**src/rtl/lock_controller_if.sv**
```systemverilog
// Keypad / blinker signal bundle for lock_controller.
// The slave modport is the controller's view; the master modport is the
// view of the surrounding logic (keypad scanner plus LED blinker).
interface lock_controller_if;
  logic [3:0] button;          // key code from the scanner
  logic       bstate;          // high while a key is held
  logic       done_blinking;   // blinker idle / pattern finished
  logic       start_blinking;  // one-cycle blink request
  logic       blinkType;       // 0 = success pattern, 1 = failure pattern
  logic       unlocked;        // lock is open
  logic       locked_out;      // lockout period running
  logic [2:0] digit_count;     // digits entered so far

  modport slave (
    input  button,
    input  bstate,
    input  done_blinking,
    output start_blinking,
    output blinkType,
    output unlocked,
    output locked_out,
    output digit_count
  );

  modport master (
    output button,
    output bstate,
    output done_blinking,
    input  start_blinking,
    input  blinkType,
    input  unlocked,
    input  locked_out,
    input  digit_count
  );
endinterface

```
**src/rtl/lock_controller.sv**
```systemverilog
// lock_controller: central sequencer of the digital lock.
// Detects key releases, assembles digits into a code, compares it against the
// stored combination, drives the LED blinker handshake, counts consecutive
// failures, enforces a lockout period and relocks on inactivity.
//
// Optional feature: define LOCK_PROGRAM_EN to let the user enter a new
// combination while the lock is open. Without it the combination is the
// constant CODE parameter and any key press in UNLOCKED relocks.
module lock_controller #(
  parameter int unsigned CODE_LEN       = 4,
  parameter logic [15:0] CODE           = 16'h1234,
  parameter int unsigned MAX_FAILS      = 3,
  parameter logic [23:0] LOCKOUT_CYCLES = 24'd12_000_000,
  parameter logic [23:0] ENTRY_TIMEOUT  = 24'd12_000_000
) (
  input logic               hwclk,
  input logic               rst,
  lock_controller_if.slave  bus
);

  // Fail counter just wide enough to hold MAX_FAILS.
  localparam int unsigned FAIL_W = (MAX_FAILS < 2) ? 1 : $clog2(MAX_FAILS + 1);

  // Codes are kept right-aligned: the last digit entered sits in [3:0].
  localparam logic [15:0]       CODE_MASK = 16'hFFFF >> (4 * (4 - CODE_LEN));
  localparam logic [15:0]       CODE_INIT = CODE >> (4 * (4 - CODE_LEN));
  localparam logic [2:0]        LEN3      = 3'(CODE_LEN);
  localparam logic [FAIL_W-1:0] FAIL_MAX  = FAIL_W'(MAX_FAILS);
  localparam logic [23:0]       TMO_LOAD  = ENTRY_TIMEOUT - 24'd1;
  localparam logic [23:0]       LCK_LOAD  = LOCKOUT_CYCLES - 24'd1;

  typedef enum logic [2:0] {
    S_IDLE,
    S_ENTRY,
    S_CHECK,
    S_BLINK_OK,
    S_BLINK_FAIL,
    S_UNLOCKED,
    S_LOCKOUT
  } state_e;

  // Blink handshake sub-phase: waiting for the blinker to be free, or
  // waiting for the requested pattern to finish.
  typedef enum logic {
    BP_WAIT,
    BP_ACTIVE
  } blink_phase_e;

  state_e            state_q, state_d;
  blink_phase_e      phase_q, phase_d;
  logic              bstate_q, bstate_d;
  logic              bstate_prev_q, bstate_prev_d;
  logic [15:0]       entry_q, entry_d;
  logic [2:0]        count_q, count_d;
  logic [FAIL_W-1:0] fails_q, fails_d;
  logic [23:0]       tmr_q, tmr_d;
  logic              start_q, start_d;
  logic              blink_type_q, blink_type_d;
  logic              unlocked_q, unlocked_d;
  logic              locked_out_q, locked_out_d;
  logic              seen_low_q, seen_low_d;
  logic              wait_q, wait_d;
  logic              prog_q, prog_d;
  logic [15:0]       code_cur;

`ifdef LOCK_PROGRAM_EN
  logic [15:0]       code_q, code_d;
  assign code_cur = code_q;
`else
  assign code_cur = CODE_INIT;
`endif

  // Key event: registered bstate falls; the key code is taken live that cycle.
  logic        key_event;
  logic        digit_ok;
  logic        valid_event;
  logic [15:0] entry_shift;
  logic [2:0]  count_inc;
  logic        blink_finished;

  assign key_event   = bstate_prev_q & ~bstate_q;
  assign digit_ok    = (bus.button >= 4'd1) && (bus.button <= 4'd9);
  assign valid_event = key_event & digit_ok;
  assign entry_shift = {entry_q[11:0], bus.button};
  assign count_inc   = count_q + 3'd1;

  // Next-state and next-output computation for the whole sequencer.
  always_comb begin
    // NOTE: every *_d gets its hold/default value first so no path through
    // the case below leaves a variable unassigned, which would infer a latch.
    state_d        = state_q;
    phase_d        = phase_q;
    bstate_d       = bus.bstate;
    bstate_prev_d  = bstate_q;
    entry_d        = entry_q;
    count_d        = count_q;
    fails_d        = fails_q;
    tmr_d          = tmr_q;
    start_d        = 1'b0;
    blink_type_d   = blink_type_q;
    seen_low_d     = seen_low_q;
    wait_d         = wait_q;
    prog_d         = prog_q;
    blink_finished = 1'b0;
`ifdef LOCK_PROGRAM_EN
    code_d         = code_q;
`endif

    unique case (state_q)
      S_IDLE: begin
        if (valid_event) begin
          entry_d = {12'h000, bus.button};
          count_d = 3'd1;
          state_d = (LEN3 == 3'd1) ? S_CHECK : S_ENTRY;
        end
      end

      S_ENTRY: begin
        // A key arriving in the expiry cycle wins over the timeout.
        if (valid_event) begin
          entry_d = entry_shift;
          count_d = count_inc;
          if (count_inc == LEN3) state_d = S_CHECK;
        end else if (tmr_q == 24'd0) begin
          entry_d = 16'h0000;
          count_d = 3'd0;
          state_d = S_IDLE;
        end
      end

      S_CHECK: begin
        count_d = 3'd0;
        entry_d = 16'h0000;
        if ((entry_q & CODE_MASK) == code_cur) begin
          fails_d = '0;
          state_d = S_BLINK_OK;
        end else begin
          if (fails_q != FAIL_MAX) fails_d = fails_q + FAIL_W'(1);
          state_d = S_BLINK_FAIL;
        end
      end

      S_BLINK_OK, S_BLINK_FAIL: begin
        if (phase_q == BP_WAIT) begin
          // Only request a pattern once the blinker reports itself free.
          if (bus.done_blinking) begin
            start_d      = 1'b1;
            blink_type_d = (state_q == S_BLINK_FAIL);
            phase_d      = BP_ACTIVE;
            seen_low_d   = 1'b0;
            wait_d       = 1'b0;
          end
        end else begin
          // Finish on done rising after a low, or after two cycles if the
          // blinker never drops done at all.
          wait_d = 1'b1;
          if (!bus.done_blinking) seen_low_d = 1'b1;
          else if (seen_low_q || wait_q) blink_finished = 1'b1;
        end

        if (blink_finished) begin
          phase_d = BP_WAIT;
          prog_d  = 1'b0;
          if (state_q == S_BLINK_OK) state_d = prog_q ? S_IDLE : S_UNLOCKED;
          else state_d = (fails_q == FAIL_MAX) ? S_LOCKOUT : S_IDLE;
        end
      end

      S_UNLOCKED: begin
`ifdef LOCK_PROGRAM_EN
        // Keys while open enter a new combination.
        if (valid_event) begin
          entry_d = entry_shift;
          count_d = count_inc;
          if (count_inc == LEN3) begin
            code_d  = entry_shift & CODE_MASK;
            entry_d = 16'h0000;
            count_d = 3'd0;
            prog_d  = 1'b1;
            state_d = S_BLINK_OK;
          end
        end else if (tmr_q == 24'd0) begin
          entry_d = 16'h0000;
          count_d = 3'd0;
          state_d = S_IDLE;
        end
`else
        // Any key relocks; the digit itself is discarded.
        if (valid_event || (tmr_q == 24'd0)) state_d = S_IDLE;
`endif
      end

      S_LOCKOUT: begin
        if (tmr_q == 24'd0) begin
          fails_d = '0;
          state_d = S_IDLE;
        end
      end

      default: begin
        state_d = S_IDLE;
        phase_d = BP_WAIT;
      end
    endcase

    // Shared down-counter: reload on state entry and on accepted keys.
    if (state_d != state_q) begin
      tmr_d = (state_d == S_LOCKOUT) ? LCK_LOAD : TMO_LOAD;
    end else if (valid_event &&
                 (state_q == S_IDLE || state_q == S_ENTRY || state_q == S_UNLOCKED)) begin
      tmr_d = TMO_LOAD;
    end else if (tmr_q != 24'd0) begin
      tmr_d = tmr_q - 24'd1;
    end

    // Status outputs follow the next state so they are registered with it.
    unlocked_d   = (state_d == S_UNLOCKED);
    locked_out_d = (state_d == S_LOCKOUT);
  end

  // State and output registers with synchronous reset.
  always_ff @(posedge hwclk) begin
    // NOTE: non-blocking assignments make every flop sample the values from
    // before this edge, so register order in this block does not matter.
    if (rst) begin
      state_q       <= S_IDLE;
      phase_q       <= BP_WAIT;
      bstate_q      <= 1'b0;
      bstate_prev_q <= 1'b0;
      entry_q       <= 16'h0000;
      count_q       <= 3'd0;
      fails_q       <= '0;
      tmr_q         <= 24'd0;
      start_q       <= 1'b0;
      blink_type_q  <= 1'b0;
      unlocked_q    <= 1'b0;
      locked_out_q  <= 1'b0;
      seen_low_q    <= 1'b0;
      wait_q        <= 1'b0;
      prog_q        <= 1'b0;
`ifdef LOCK_PROGRAM_EN
      code_q        <= CODE_INIT;
`endif
    end else begin
      state_q       <= state_d;
      phase_q       <= phase_d;
      bstate_q      <= bstate_d;
      bstate_prev_q <= bstate_prev_d;
      entry_q       <= entry_d;
      count_q       <= count_d;
      fails_q       <= fails_d;
      tmr_q         <= tmr_d;
      start_q       <= start_d;
      blink_type_q  <= blink_type_d;
      unlocked_q    <= unlocked_d;
      locked_out_q  <= locked_out_d;
      seen_low_q    <= seen_low_d;
      wait_q        <= wait_d;
      prog_q        <= prog_d;
`ifdef LOCK_PROGRAM_EN
      code_q        <= code_d;
`endif
    end
  end

  assign bus.start_blinking = start_q;
  assign bus.blinkType      = blink_type_q;
  assign bus.unlocked       = unlocked_q;
  assign bus.locked_out     = locked_out_q;
  assign bus.digit_count    = count_q;

endmodule
```
**src/flat_wrapper.sv**
```systemverilog
// flat-port wrapper written by rule: the top's interface ports become plain ports
module lock_controller_flat 
#(
  parameter int unsigned CODE_LEN       = 4,
  parameter logic [15:0] CODE           = 16'h1234,
  parameter int unsigned MAX_FAILS      = 3,
  parameter logic [23:0] LOCKOUT_CYCLES = 24'd12_000_000,
  parameter logic [23:0] ENTRY_TIMEOUT  = 24'd12_000_000
)
  (hwclk, rst, bus_button, bus_bstate, bus_done_blinking, bus_start_blinking, bus_blinkType, bus_unlocked, bus_locked_out, bus_digit_count);
  lock_controller_if bus_i ();
  input logic hwclk;
  input logic rst;
  input wire logic [$bits(bus_i.button)-1:0] bus_button;
  input wire logic [$bits(bus_i.bstate)-1:0] bus_bstate;
  input wire logic [$bits(bus_i.done_blinking)-1:0] bus_done_blinking;
  output wire logic [$bits(bus_i.start_blinking)-1:0] bus_start_blinking;
  output wire logic [$bits(bus_i.blinkType)-1:0] bus_blinkType;
  output wire logic [$bits(bus_i.unlocked)-1:0] bus_unlocked;
  output wire logic [$bits(bus_i.locked_out)-1:0] bus_locked_out;
  output wire logic [$bits(bus_i.digit_count)-1:0] bus_digit_count;
  assign bus_i.button = bus_button;
  assign bus_i.bstate = bus_bstate;
  assign bus_i.done_blinking = bus_done_blinking;
  assign bus_start_blinking = bus_i.start_blinking;
  assign bus_blinkType = bus_i.blinkType;
  assign bus_unlocked = bus_i.unlocked;
  assign bus_locked_out = bus_i.locked_out;
  assign bus_digit_count = bus_i.digit_count;
  lock_controller #(.CODE_LEN(CODE_LEN), .CODE(CODE), .MAX_FAILS(MAX_FAILS), .LOCKOUT_CYCLES(LOCKOUT_CYCLES), .ENTRY_TIMEOUT(ENTRY_TIMEOUT)) u_core (.hwclk(hwclk), .rst(rst), .bus(bus_i));
endmodule
```
**config.mk**
```make
export PLATFORM = sky130hd
export DESIGN_NAME = lock_controller_flat
export DESIGN_NICKNAME = d
export VERILOG_FILES = /design/src/rtl/lock_controller_if.sv /design/src/rtl/lock_controller.sv /design/src/flat_wrapper.sv
export SDC_FILE = /design/constraint.sdc
export NUM_CORES = 1
export LEC_CHECK = 0
export CAP_MARGIN = 20
export CORE_MARGIN = 5
export CORE_UTILIZATION = 55
export CTS_CLUSTER_DIAMETER = 40
export DETAILED_ROUTE_END_ITERATION = 8
export PLACE_DENSITY = 0.77
export SYNTH_ARGS = -nofsm -noshare
export SYNTH_HDL_FRONTEND = slang
export SYNTH_SLANG_ARGS = --single-unit
```
**constraint.sdc**
```tcl
create_clock -name hwclk -period 5.1 [get_ports hwclk]
set_input_delay 0.51 -clock hwclk [delete_from_list [all_inputs] [get_ports hwclk]]
set_output_delay 0.51 -clock hwclk [all_outputs]
set_load 0.02 [all_outputs]
```
== Word level (Yosys, flattened, before mapping) ==
Index checks and enable logic that the tools add are counted.

* Bits in registers: 57
* Memories kept: 0
* Latch bits: 0
* Output and inout bits: 7
* Logic and storage cells: 102
* ROM bits: 0
* Input bits: 8
* Bits in writable memories: 0

* $add $sub $neg: 3
* Reduce and logical (&&, ||, !) cells: 22
* Order comparisons: 2
* Multiply operators: 0
* Div/mod/pow operators: 0
* Equality and inequality tests: 18
* Shift operators: 0
* Bitwise gates (word level): 5
* Muxes and demuxes: 37

{| class="wikitable"
|+ Operator list
! cell !! count
|-
| $mux W24 || 3
|-
| $mux W16 || 3
|-
| $pmux W16 S3 || 1
|-
| $mux W3 || 12
|-
| $logic_not A24 Y1 || 1
|-
| $reduce_bool A24 Y1 || 1
|-
| $sub A24 B1 Y24 const B || 1
|-
| $eq A3 B3 Y1 const B || 6
|-
| $pmux W3 S6 || 1
|-
| $eq A16 B13 Y1 const B || 1
|-
| $reduce_and A3 Y1 || 4
|-
| $mux W1 || 11
|-
| $pmux W3 S3 || 1
|-
| $eq A3 B2 Y1 const B || 2
|-
| $mux W2 || 3
|-
| $ne A3 B1 Y1 const B || 2
|-
| $reduce_bool A3 Y1 || 2
|-
| $reduce_or A3 Y1 || 2
|-
| $reduce_or A5 Y1 || 1
|-
| $ge A4 B1 Y1 const B || 1
|-
| $le A4 B4 Y1 const B || 1
|-
| $logic_or A1 B1 Y1 || 4
|-
| $ne A2 B1 Y1 const B || 2
|-
| $ne A2 B2 Y1 const B || 2
|-
| other kinds (14) || 19
|}

== Depth between registers and ports, before layout ==
* Depth after elaboration: 9
* Gate-level depth with buffers: 8
* Gate-level depth less buffers: 8

== Worst setup path after synthesis ==
OpenSTA, ideal clock, no wires.

* Kind: flip-flop to flip-flop
* Start point: reg u_core.tmr_q[8]
* End point: reg u_core.entry_q[12]
* Buffers on the path: 1
* Setup slack: 2.917 ns
* Period minus slack after synthesis: 2.183 ns
* Stages on the path, launching flop included: 8
* Required time: 4.983 ns
* Setup time: 0.117 ns
* Arrival time: 2.066 ns
* Path through: dfxtp_1 -> or4_4 -> nor4_4 -> nand4_1 -> a221oi_2 -> nor2_2 -> buf_2 -> a22o_1

* Word-level cells in the longest chain between the ends: 3

{| class="wikitable"
|+ Ends and longest elaborated chain
! item !! RTL line !! RTL
|-
| start, declared || lock_controller.sv:56 || <nowiki>logic [23:0] tmr_q, tmr_d;</nowiki>
|-
| start signal, assigned || lock_controller.sv:252 || <nowiki>tmr_q <= tmr_d;</nowiki>
|-
| $logic_not A24 Y1 || lock_controller.sv:124 || <nowiki>end else if (tmr_q == 24'd0) begin</nowiki>
|-
| $ne A3 B1 Y1 (no line) || -- ||
|-
| $reduce_and A3 Y1 (no line) || -- ||
|-
| end signal, assigned || lock_controller.sv:249 || <nowiki>entry_q <= entry_d;</nowiki>
|-
| end, declared || lock_controller.sv:53 || <nowiki>logic [15:0] entry_q, entry_d;</nowiki>
|}

Every way passes these cells.
A chain may end at the register's enable or synchronous reset.

== Worst setup path in the final report ==
* Start point: reg u_core.tmr_q[4]
* End point: reg u_core.tmr_q[10]

* Word-level cells in the longest chain between the ends: 6
* Elaborated cells on any way between the ends: 10
* Classes of those cells: add/sub: 1; eq/ne: 1; mux: 4; reduce/logical: 4

{| class="wikitable"
|+ Ends and longest elaborated chain
! item !! RTL line !! RTL
|-
| $logic_not A24 Y1 || lock_controller.sv:124, lock_controller.sv:189, lock_controller.sv:194 ||
|-
| $mux W3 / $logic_or A1 B1 Y1 (equally long branches) || lock_controller.sv:124, lock_controller.sv:194, lock_controller.sv:189 ||
|-
| $mux W3, on equally long branches || lock_controller.sv:120, lock_controller.sv:189 ||
|-
| $pmux W3 S6 || lock_controller.sv:109 || <nowiki>unique case (state_q)</nowiki>
|-
| $ne A3 B3 Y1 || lock_controller.sv:207 || <nowiki>if (state_d != state_q) begin</nowiki>
|-
| $reduce_or A3 Y1 (no line) || -- ||
|}

Several ways; a longest one is shown, not always the timed one.

==> reports/qor.txt <==
Placed inst area -> 2940 µm²
Setup TNS -> 0 ns
Crit path DAT -> 3.21 ns
Drc violations -> 0
Hold WC Path Type -> register to register
Gr usage total -> 0.193
WL per Instance -> 14.1 µm
Top-area cell type share of the netlist area -> 0.409
Number of flops mapped to enable cells by yosys -> 0
Via density -> 5.76
Post-CTS Setup Bufs -> 0
RePlAce Congestion -> 0.798
Number of global-route vias before repair -> 2089
Ys flop type -> dfxtp_1
Ports -> 15
Clock Pin Slew Worst Setup and Hold Paths -> 0.06 ns
Setup Crit Path Kind -> register to register
Antenna cells -> 0
WP data required -> 5.31 ns
Seq/Total Area, Yosys -> 0.409
FMAX -> 333 MHz
1st-iter DRT viols -> 167
R2r setup slk -> 2.10 ns
Leakage -> 0.00121 µW
Synth top cells by count -> dfxtp_1, nand2_1, a21oi_1, nor2_1, a22o_1
Cts bufs inserted -> 9
Hold Fails Final Rpt -> 0
Non-filler instance count after layout -> 392
#FFs+latches synth -> 57
Crit. End Element -> register
Post-Route WL -> 5530 µm
GRT Residual Overflow -> 0
Fin crit share -> 0.588
Largest area contributor in the netlist -> dfxtp_1
Dpl ws -> 2.15 ns
Post-CTS Hold Fix Bufs -> 0
Peak supply drop -> 0.000317 V
Clock sinks -> 57
FP Rows -> 26
Number of setup violations in the final report -> 0
Initial core utilization -> 0.557
Setup Skew -> 0.00659 ns
Top-count cell post-synth -> dfxtp_1
Util after Layout -> 0.638
Yosys warns -> 0
Cell total after placement -> 375
Initial antenna violation count -> 0
Port Buf Inserts -> 14
H-Tree Depth -> 3
Worst-Skew Late Latency -> 0.34 ns
Async set or reset register ratio after synthesis -> 0
First-pass GRT wire length -> 9740 µm
Cell variety after synth -> 57
Nets -> 332
Syn Area/Cell -> 9.09 µm²
Ranking of synthesized cells by area -> dfxtp_1, a22o_1, a21oi_1
Max Root-Sink Buffers -> 2
Max-slew violation count -> 0
Power per cell area -> 566 nW/µm²
CTS resizes -> 0
Slew margin rel. -> 0.484
CP Max Fanout -> 24
Fin worst setup slack -> 2.10 ns
Clk root buf -> clkbuf_8
Final ANT Viol Nets -> 0
Final Cell Area -> 3200 µm²
Mapped Area -> 2790 µm²
Max-cap viol count -> 0
Minimum clock period -> 3.00 ns
Hpwl dp -> 3670 µm
DR WL met2 -> 2600 µm
# fillers -> 432
Syn Nets -> 322
Layout cells sized above 1 -> 0.0870
Die area -> 6600 µm²
Largest net degree at the start of global routing -> 43
Core Area -> 5010 µm²
RSZ-0062 raised after global routing -> no
Chip Width -> 81.2 µm
Area Overhead vs Synth -> 14.6%
Register area -> 1140 µm²
Top routing layer used -> met4
Status -> finished clean
Slew @ Worst Pin -> 0.771 ns
Die Span Y -> 81.2 µm
M1 wire length -> 2580 µm
CTS tree -> built
Via Count -> 2258
Routed wl met3 -> 234 µm
Type of element launching the critical path -> register
DRT Pass-1 Iters -> 4
Multi-input gate area -> 1530 µm²
Post-Synthesis Cells -> 307
[routing by layer]
metal  vias up  track usage
met5         -            0
met1      1056        0.254
met4         0       0.0963
met2        42        0.286
li1       1149            -
met3        11       0.0576
[final timing paths]
kind                                          end                       startpoint  cells after the start
hold / removal    u_core.entry_q[14]$_SDFFE_PP0P_  u_core.entry_q[14]$_SDFFE_PP0P_                      1
hold reg to reg   u_core.entry_q[14]$_SDFFE_PP0P_  u_core.entry_q[14]$_SDFFE_PP0P_                      1
setup reg to reg    u_core.tmr_q[10]$_SDFFE_PP0P_     u_core.tmr_q[4]$_SDFFE_PP0P_                      7
setup / recovery    u_core.tmr_q[10]$_SDFFE_PP0P_     u_core.tmr_q[4]$_SDFFE_PP0P_                      7
[kinds of logic (layout without fill, tap and decap cells)]
kind of cell	after synthesis	after routing	synth area share
adders and majority gates	7	7	0.0314
AOI/OAI and AO/OA	80	80	0.201
buffers and inverters	23	38	0.0439
muxes	3	3	0.0108
and+or+nand+nor	118	118	0.244
DFF	57	57	0.409
xor gates and xnor gates	19	19	0.0596
[power by group]
group          leakage (µW)  internal, µW  total [µW]  switching, µW
Combinational      0.000621           296         645            349
Clock              0.000127           352         531            179
Sequential         0.000463           538         634           96.1
[metrics by stage]
stage | total power [µW] | hold WS [ns]
2_1_floorplan | 1180 | 0.434
3_5_place_dp | 1280 | 0.465
3_3_place_gp | 1270 | 0.455
6_report | 1810 | 0.485
4_1_cts | 1830 | 0.484
5_1_grt | 1950 | 0.506
[placed cells by master (no fill, tap or decap), drive strengths merged, types with 7 or more instances in the layout]
master,count
xor2,7
clkbuf,13
nor2,24
nor3b,8
nor2b,9
nor4,11
ha,7
o21ai,11
nand2,25
a22o,17
xnor2,12
a21oi,23
dfxtp,57
clkdlybuf4s50,14
[state kept, by name, indices dropped and copies added (netlist names)]
name / flops
u_core.bstate_prev_d: 1
u_core.bstate_prev_q: 1
u_core.bus.blinkType: 1
u_core.bus.digit_count: 3
u_core.bus.locked_out: 1
u_core.bus.start_blinking: 1
u_core.bus.unlocked: 1
u_core.entry_q: 16
u_core.fails_q: 2
u_core.phase_q: 1
u_core.seen_low_q: 1
u_core.state_q: 3
u_core.tmr_q: 24
u_core.wait_q: 1
[worst max-delay path, cell delays in order (launching register included)]
cell      delay [ns]
dfxtp_1         0.34
nor4_1          0.45
nor2b_1         0.47
nand3_1         0.68
a22oi_1         0.40
a211oi_2        0.10
buf_4           0.24
nor3b_1         0.16
[area by class of cell]
type / count / area share
Sequential cell: 57 / 0.357
Multi-Input combinational cell: 227 / 0.479
Tap cell: 70 / 0.0274
Clock buffer: 12 / 0.0485
Timing Repair Buffer: 17 / 0.0509
Clock inverter: 4 / 0.0309
Inverter: 5 / 0.00587
(Power assumes the default switching activity.)
